===== src/rtl/vga_timing_ctrl.sv =====
// VGA timing generator: horizontal/vertical counters, sync decode and a
// two-stage pipeline that aligns blanking, sync and pixel colour at the pins.
`timescale 1ns/1ps
module vga_timing_ctrl #(
  parameter int unsigned H_ACTIVE = 408,
  parameter int unsigned H_FRONT  = 13,
  parameter int unsigned H_SYNC   = 61,
  parameter int unsigned H_BACK   = 30,
  parameter int unsigned V_ACTIVE = 480,
  parameter int unsigned V_FRONT  = 10,
  parameter int unsigned V_SYNC   = 2,
  parameter int unsigned V_BACK   = 33,
  parameter logic        H_POL    = 1'b0,
  parameter logic        V_POL    = 1'b0
) (
  input  logic       CLK,
  input  logic       RST,
  input  logic       EN,
  input  logic [2:0] RGB_IN,
  output logic [9:0] PIXEL_X,
  output logic [9:0] PIXEL_Y,
  output logic       ACTIVE,
  output logic       LINE_START,
  output logic       FRAME_START,
  output logic       R,
  output logic       G,
  output logic       B,
  output logic       HSYNC,
  output logic       VSYNC
);

  localparam int unsigned H_TOTAL = H_ACTIVE + H_FRONT + H_SYNC + H_BACK;
  localparam int unsigned V_TOTAL = V_ACTIVE + V_FRONT + V_SYNC + V_BACK;

  localparam logic [9:0] H_LAST   = 10'(H_TOTAL - 1);
  localparam logic [9:0] V_LAST   = 10'(V_TOTAL - 1);
  localparam logic [9:0] H_ACT    = 10'(H_ACTIVE);
  localparam logic [9:0] V_ACT    = 10'(V_ACTIVE);
  localparam logic [9:0] HS_BEGIN = 10'(H_ACTIVE + H_FRONT);
  localparam logic [9:0] HS_END   = 10'(H_ACTIVE + H_FRONT + H_SYNC);
  localparam logic [9:0] VS_BEGIN = 10'(V_ACTIVE + V_FRONT);
  localparam logic [9:0] VS_END   = 10'(V_ACTIVE + V_FRONT + V_SYNC);

  logic [9:0] h_cnt;
  logic [9:0] v_cnt;
  logic       act_now;
  logic       hs_now;
  logic       vs_now;
  logic       act_d;
  logic       hs_d;
  logic       vs_d;
  logic [2:0] rgb_q;
  logic       hsync_q;
  logic       vsync_q;

  always_ff @(posedge CLK) begin
    if (RST) begin
      h_cnt <= '0;
      v_cnt <= '0;
    end else if (EN) begin
      if (h_cnt == H_LAST) begin
        h_cnt <= '0;
        v_cnt <= (v_cnt == V_LAST) ? 10'd0 : v_cnt + 10'd1;
      end else begin
        h_cnt <= h_cnt + 10'd1;
      end
    end
  end

  // Vertical sync is decoded every clock, so its edges land on the line wrap.
  assign act_now = (h_cnt < H_ACT) && (v_cnt < V_ACT);
  assign hs_now  = (h_cnt >= HS_BEGIN) && (h_cnt < HS_END);
  assign vs_now  = (v_cnt >= VS_BEGIN) && (v_cnt < VS_END);

  // Stage 1 holds the decode of counter state t; stage 2 meets the colour
  // the pixel source returns one enabled cycle after seeing that coordinate.
  always_ff @(posedge CLK) begin
    if (RST) begin
      act_d   <= 1'b0;
      hs_d    <= 1'b0;
      vs_d    <= 1'b0;
      rgb_q   <= 3'b000;
      hsync_q <= ~H_POL;
      vsync_q <= ~V_POL;
    end else if (EN) begin
      act_d   <= act_now;
      hs_d    <= hs_now;
      vs_d    <= vs_now;
      rgb_q   <= act_d ? RGB_IN : 3'b000;
      hsync_q <= hs_d ? H_POL : ~H_POL;
      vsync_q <= vs_d ? V_POL : ~V_POL;
    end
  end

  assign PIXEL_X     = h_cnt;
  assign PIXEL_Y     = v_cnt;
  assign ACTIVE      = act_now;
  assign LINE_START  = EN && (h_cnt == 10'd0);
  assign FRAME_START = EN && (h_cnt == 10'd0) && (v_cnt == 10'd0);
  assign R           = rgb_q[2];
  assign G           = rgb_q[1];
  assign B           = rgb_q[0];
  assign HSYNC       = hsync_q;
  assign VSYNC       = vsync_q;

endmodule


===== config.mk =====
export PLATFORM = sky130hd
export DESIGN_NAME = vga_timing_ctrl
export DESIGN_NICKNAME = d
export VERILOG_FILES = /design/src/rtl/vga_timing_ctrl.sv
export SDC_FILE = /design/constraint.sdc
export NUM_CORES = 1
export LEC_CHECK = 0
export ABC_CLOCK_PERIOD_IN_PS = 1800
export CORE_MARGIN = 3
export CORE_UTILIZATION = 49
export CTS_CLUSTER_DIAMETER = 80
export DETAILED_ROUTE_END_ITERATION = 8
export PLACE_DENSITY = 0.86
export SLEW_MARGIN = 15
export SYNTH_ARGS = -nofsm -noshare
export SYNTH_HDL_FRONTEND = slang
export SYNTH_SLANG_ARGS = --single-unit

===== constraint.sdc =====
create_clock -name CLK -period 1.8 [get_ports CLK]
set_input_delay 0.36 -clock CLK [delete_from_list [all_inputs] [get_ports CLK]]
set_output_delay 0.36 -clock CLK [all_outputs]
set_load 0.02 [all_outputs]

### Word level (Yosys, flattened, before mapping)

Index checks and enable logic that the tools add are counted.

* register bits after elaboration: 28
* word-level logic and storage cells: 31
* input port bits: 6
* output and inout port bits: 28

* equality and inequality tests: 2
* $lt $le $gt $ge: 6
* reduce and logical (&&, ||, !) cells: 8
* add/sub/neg operators: 2
* mux-type cells: 5

Operators by type and width (count)
* < comparator 10 x 9 -> 1 bit, second input constant: 4
* adder 10 x 1 -> 10 bit, second input constant: 2
* >= comparator 10 x 9 -> 1 bit, second input constant: 2
* zero test 10 bit: 2
* 2-to-1 mux 10 bit: 2
* == test 10 bit, second input constant: 1
* == test 10 x 9 -> 1 bit, second input constant: 1
* logical AND 1 bit: 5
* 2-to-1 mux 3 bit: 1
* 2-to-1 mux 1 bit: 2
* AND reduction 2 bit: 1

### Logic depth before layout (Yosys ltp)

* depth after elaboration: 3
* gate-level depth with buffers: 6
* mapped depth without buffers: 6

### Least setup slack after synthesis

No wires, ideal clock.

* kind: register to output
* start point: reg h_cnt[1] (netlist: PIXEL_X[1])
* end point: out FRAME_START
* data required time: 1440 ps
* stages on the path, launching flop included: 7
* path slack: -591 ps
* buffers on the path: 0
* arrival time: 2031 ps
* cells stage by stage: dfxtp_1 inv_1 ha_1 nor4b_1 nand2_1 nor4_1 and4_1

* cells in the longest elaborated chain, start to end: 3

Ends and longest elaborated chain
* from (decl): RTL line 44 `logic [9:0] h_cnt;`
* from (signal assigned): RTL line 65 `h_cnt <= h_cnt + 10'd1;`
* zero test 10 bit
* logical AND 1 bit
* net LINE_START: RTL line 23 `output logic LINE_START,`
* logical AND 1 bit: RTL line 99 `assign FRAME_START = EN && (h_cnt == 10'd0) && (v_cnt == 10'd0);`
* to (decl): RTL line 24 `output logic FRAME_START,`

The timed path passes the listed nets, and every way through them passes these cells.

### Worst setup path in the final report

* start point: reg h_cnt[1] (netlist: PIXEL_X[1])
* end point: out FRAME_START

* cells in the longest elaborated chain, start to end: 3

Ends and longest elaborated chain (RTL line)
* zero test 10 bit: 99
* logical AND 1 bit (2 in series): 99

Every way passes these cells.

==> impl_metrics.py <==
metrics = {
    "drt": {
        "vias": 1608,
        "drt_iter0_markers": 86,
        "ant_nets": 0,
        "first_pass_iters": 4,
        "finalWirelength_um": 4560,
        "wl_per_cell_um": 17.1,
        "drc_errors": 0,
        "vias_per_cell": 6.05,
    },
    "layout": {
        "drive_above_1_share": 0.277,
        "synthToLayoutAreaGrowth_pct": 50.3,
        "nFillCells": 209,
        "stdcell_count": 266,
        "diodes": 0,
        "stdcell_area_um2": 2230,
        "layout.nets": 248,
    },
    "critical_path": {
        "reg2reg_from": "PIXEL_X[9]$_SDFFE_PP0P_",
        "r2r_cells": 5,
        "critPathLaunchType": "flip-flop",
        "cp-endpoint": "FRAME_START",
        "end_kind": "primary output",
        "crit_arrival_ps": 1780,
        "path_class": "reg2out",
        "worst_ep_required_time_ps": 1440,
        "worstPathMaxFanout": 2,
        "cp-startpoint": "PIXEL_X[1]$_SDFFE_PP0P_",
        "reg2reg_to": "PIXEL_Y[6]$_SDFFE_PP0P_",
        "regToRegSetupSlack_ps": 80,
    },
    "timing": {
        "worst_slack_ps": -344,
        "fmax_mhz": 467,
        "finClkSkew_ps": 16.1,
        "max-slew-margin-rel": 0.733,
        "tightest_slew_ps": 397,
        "finalCritPeriodShare": 1.19,
        "setup_violations": 3,
        "min_period_ps": 2140,
        "drv_slew": 0,
        "grt_setup_unrepaired": "yes",
        "final-hold-violation-count": 0,
    },
    "grt": {
        "grt-ovfl-total": 0,
        "grt_usage": 0.263,
        "grt_max_degree": 23,
        "grt_antenna_before_repair": 0,
        "grt_pass1_wl_um": 7350,
        "grt_pass1_vias": 1604,
    },
    "synthesis": {
        "syn-num-nets": 184,
        "syn_area_um2": 1480,
        "syn-mean-instance-area_um2": 8.61,
        "async_reset_ff_frac": 0,
        "seq_area_frac_synth": 0.378,
        "synth_top_area_cell": "dfxtp_1",
        "ys_warn_count": 0,
        "synth_edf_count": 0,
        "netlist_instances": 172,
        "synth.top_cell.area_share": 0.378,
        "synth_top_flop_cell": "dfxtp_1",
        "synth_area_leaders": "dfxtp_1 38%, ha_1 5.1%, nand3_1 4.4%",
        "yosys-top-cells-count": "28 x dfxtp_1, 15 x nand2_1, 13 x nand3_1, 11 x a21oi_1, 11 x nor2_1",
        "synth_cell_types": 41,
        "yosysMostFrequentCell": "dfxtp_1",
        "synth-seq-cells": 28,
    },
    "run_status": {
        "violations": "setup timing",
        "status": "finished, violations left",
    },
    "die": {
        "core_um2": 2830,
        "dieHeight_um": 61.0,
        "start_util": 0.524,
        "io_pins": 34,
        "die_area_um2": 3720,
        "die_w_um": 61.0,
        "rows": 19,
    },
    "clock_tree": {
        "cts_buffers": 3,
        "cts_root_buffer": "clkbuf_4",
        "cts.clk_slew.worst_paths_ps": 170,
        "clkLatencyLatePin_ps": 340,
        "htreeDepth": 1,
        "cts_hold_buf": 0,
        "clock_path_buffers": 2,
        "cts_sinks": 28,
        "tritoncts": "done",
    },
    "power_and_ir_drop": {
        "total_power_mw": 1.17,
        "max-vdd-ir-drop_v": 0.000405,
        "p_leak_nw": 0.997,
        "cellPowerDensity_nw_per_um2": 525,
    },
    "job": {
        "maxCapViolCount": 0,
    },
    "placement": {
        "pre_cts_slack_ps": -843,
        "dp.cells": 259,
        "port-buffer-count": 33,
        "placed_cell_area_um2": 2100,
        "place_hpwl_um": 3150,
        "place.gp.congestion": 0.838,
    },
    "min_path": {
        "hold_class": "reg2reg",
    },
}
[registers in the layout (all words and copies together) (netlist names)]
signal and cells:
act_d 1, hs_d 1, VSYNC 1, rgb_q 3, PIXEL_X 10, PIXEL_Y 10
vs_d 1, HSYNC 1
[power breakdown]
| group | leakage (nW) | switching, mW | total [mW] | internal (mW) |
|---|---|---|---|---|
| combinational | 0.742 | 0.0816 | 0.162 | 0.0806 |
| clock | 0.0261 | 0.201 | 0.371 | 0.170 |
| sequential | 0.229 | 0.00820 | 0.636 | 0.628 |
[metrics by stage]
step           hold WS [ps]  TNS [ps]   util
2_1_floorplan           446      -154      -
3_3_place_gp            444     -4530  0.742
3_5_place_dp            461     -5700  0.742
4_1_cts                 490      -693  0.772
5_1_grt                 510     -1060  0.787
6_report                489      -818  0.787
[kinds of logic after synthesis]
kind of cell / share of synthesized area
xor+xnor: 0.0709
compound gates: 0.100
fa+ha+maj: 0.0507
buf+inv: 0.0498
mux: 0.0203
simple gates: 0.329
flops: 0.378
[worst max-delay path: stages, from the launching register on]
cell	delay, ps
dfxtp_4	380
inv_4	60
ha_4	130
nor4b_4	220
nand2_1	130
nor4_4	170
and4_4	250
buf_6	110
[placed cells by master (no fill, tap or decap), types with 2 or more instances in the layout]
master           count
buf_4               35
dfxtp_1             24
nand2_1             15
dlygate4sd2_1       15
nand3_1             13
clkdlybuf4s50_1     12
nor2_1              11
nor3_1              10
a21oi_1             10
xor2_1               6
xnor2_1              6
nand2b_1             5
inv_1                4
nor4_1               4
nand4_1              4
ha_1                 4
buf_6                4
dfxtp_4              3
mux2i_1              3
o21ai_1              3
clkbuf_4             3
dlymetal6s2s_1       3
a211o_1              2
inv_4                2
nor4_4               2
and4_4               2
o31ai_1              2
and3_1               2
ha_4                 2
[worst min-delay path by stage]
| stage | start | endpoint | slack (ps) | depth (start not counted) |
|---|---|---|---|---|
| 2_1_floorplan | vs_d$_SDFFE_PP0P_ | vs_d$_SDFFE_PP0P_ | 450 | 2 |
| 3_3_place_gp | VSYNC$_SDFFE_PP1P_ | VSYNC$_SDFFE_PP1P_ | 440 | 2 |
| 3_5_place_dp | HSYNC$_SDFFE_PP1P_ | HSYNC$_SDFFE_PP1P_ | 460 | 2 |
| 4_1_cts | rgb_q[2]$_SDFFE_PP0P_ | rgb_q[2]$_SDFFE_PP0P_ | 490 | 2 |
| 5_1_grt | rgb_q[2]$_SDFFE_PP0P_ | rgb_q[2]$_SDFFE_PP0P_ | 510 | 2 |
| 6_report | rgb_q[0]$_SDFFE_PP0P_ | rgb_q[0]$_SDFFE_PP0P_ | 490 | 2 |
[per-layer routing]
metal	wire, um	vias to the layer above	track usage
met2	2300	83	0.440
met1	1820	773	0.327
met3	324	12	0.0596
met4	118	0	0.105
met5	0	-	0
li1	-	740	-
[layout make-up]
| type | count | area (um2) | share of cell area |
|---|---|---|---|
| clock buffers | 4 | 47.5 | 0.0213 |
| well taps | 31 | 38.8 | 0.0174 |
| multi-input cells | 127 | 938 | 0.421 |
| repair buffers | 70 | 602 | 0.270 |
| inverters | 6 | 27.5 | 0.0124 |
| flip-flops and latches | 28 | 573 | 0.257 |
[what timing repair did]
item	CTS	global route
setup endpoints to repair	20	10
pin swaps	6	5
setup buffers	3	1
gates resized for setup	40	10
(Power assumes the default switching activity.)
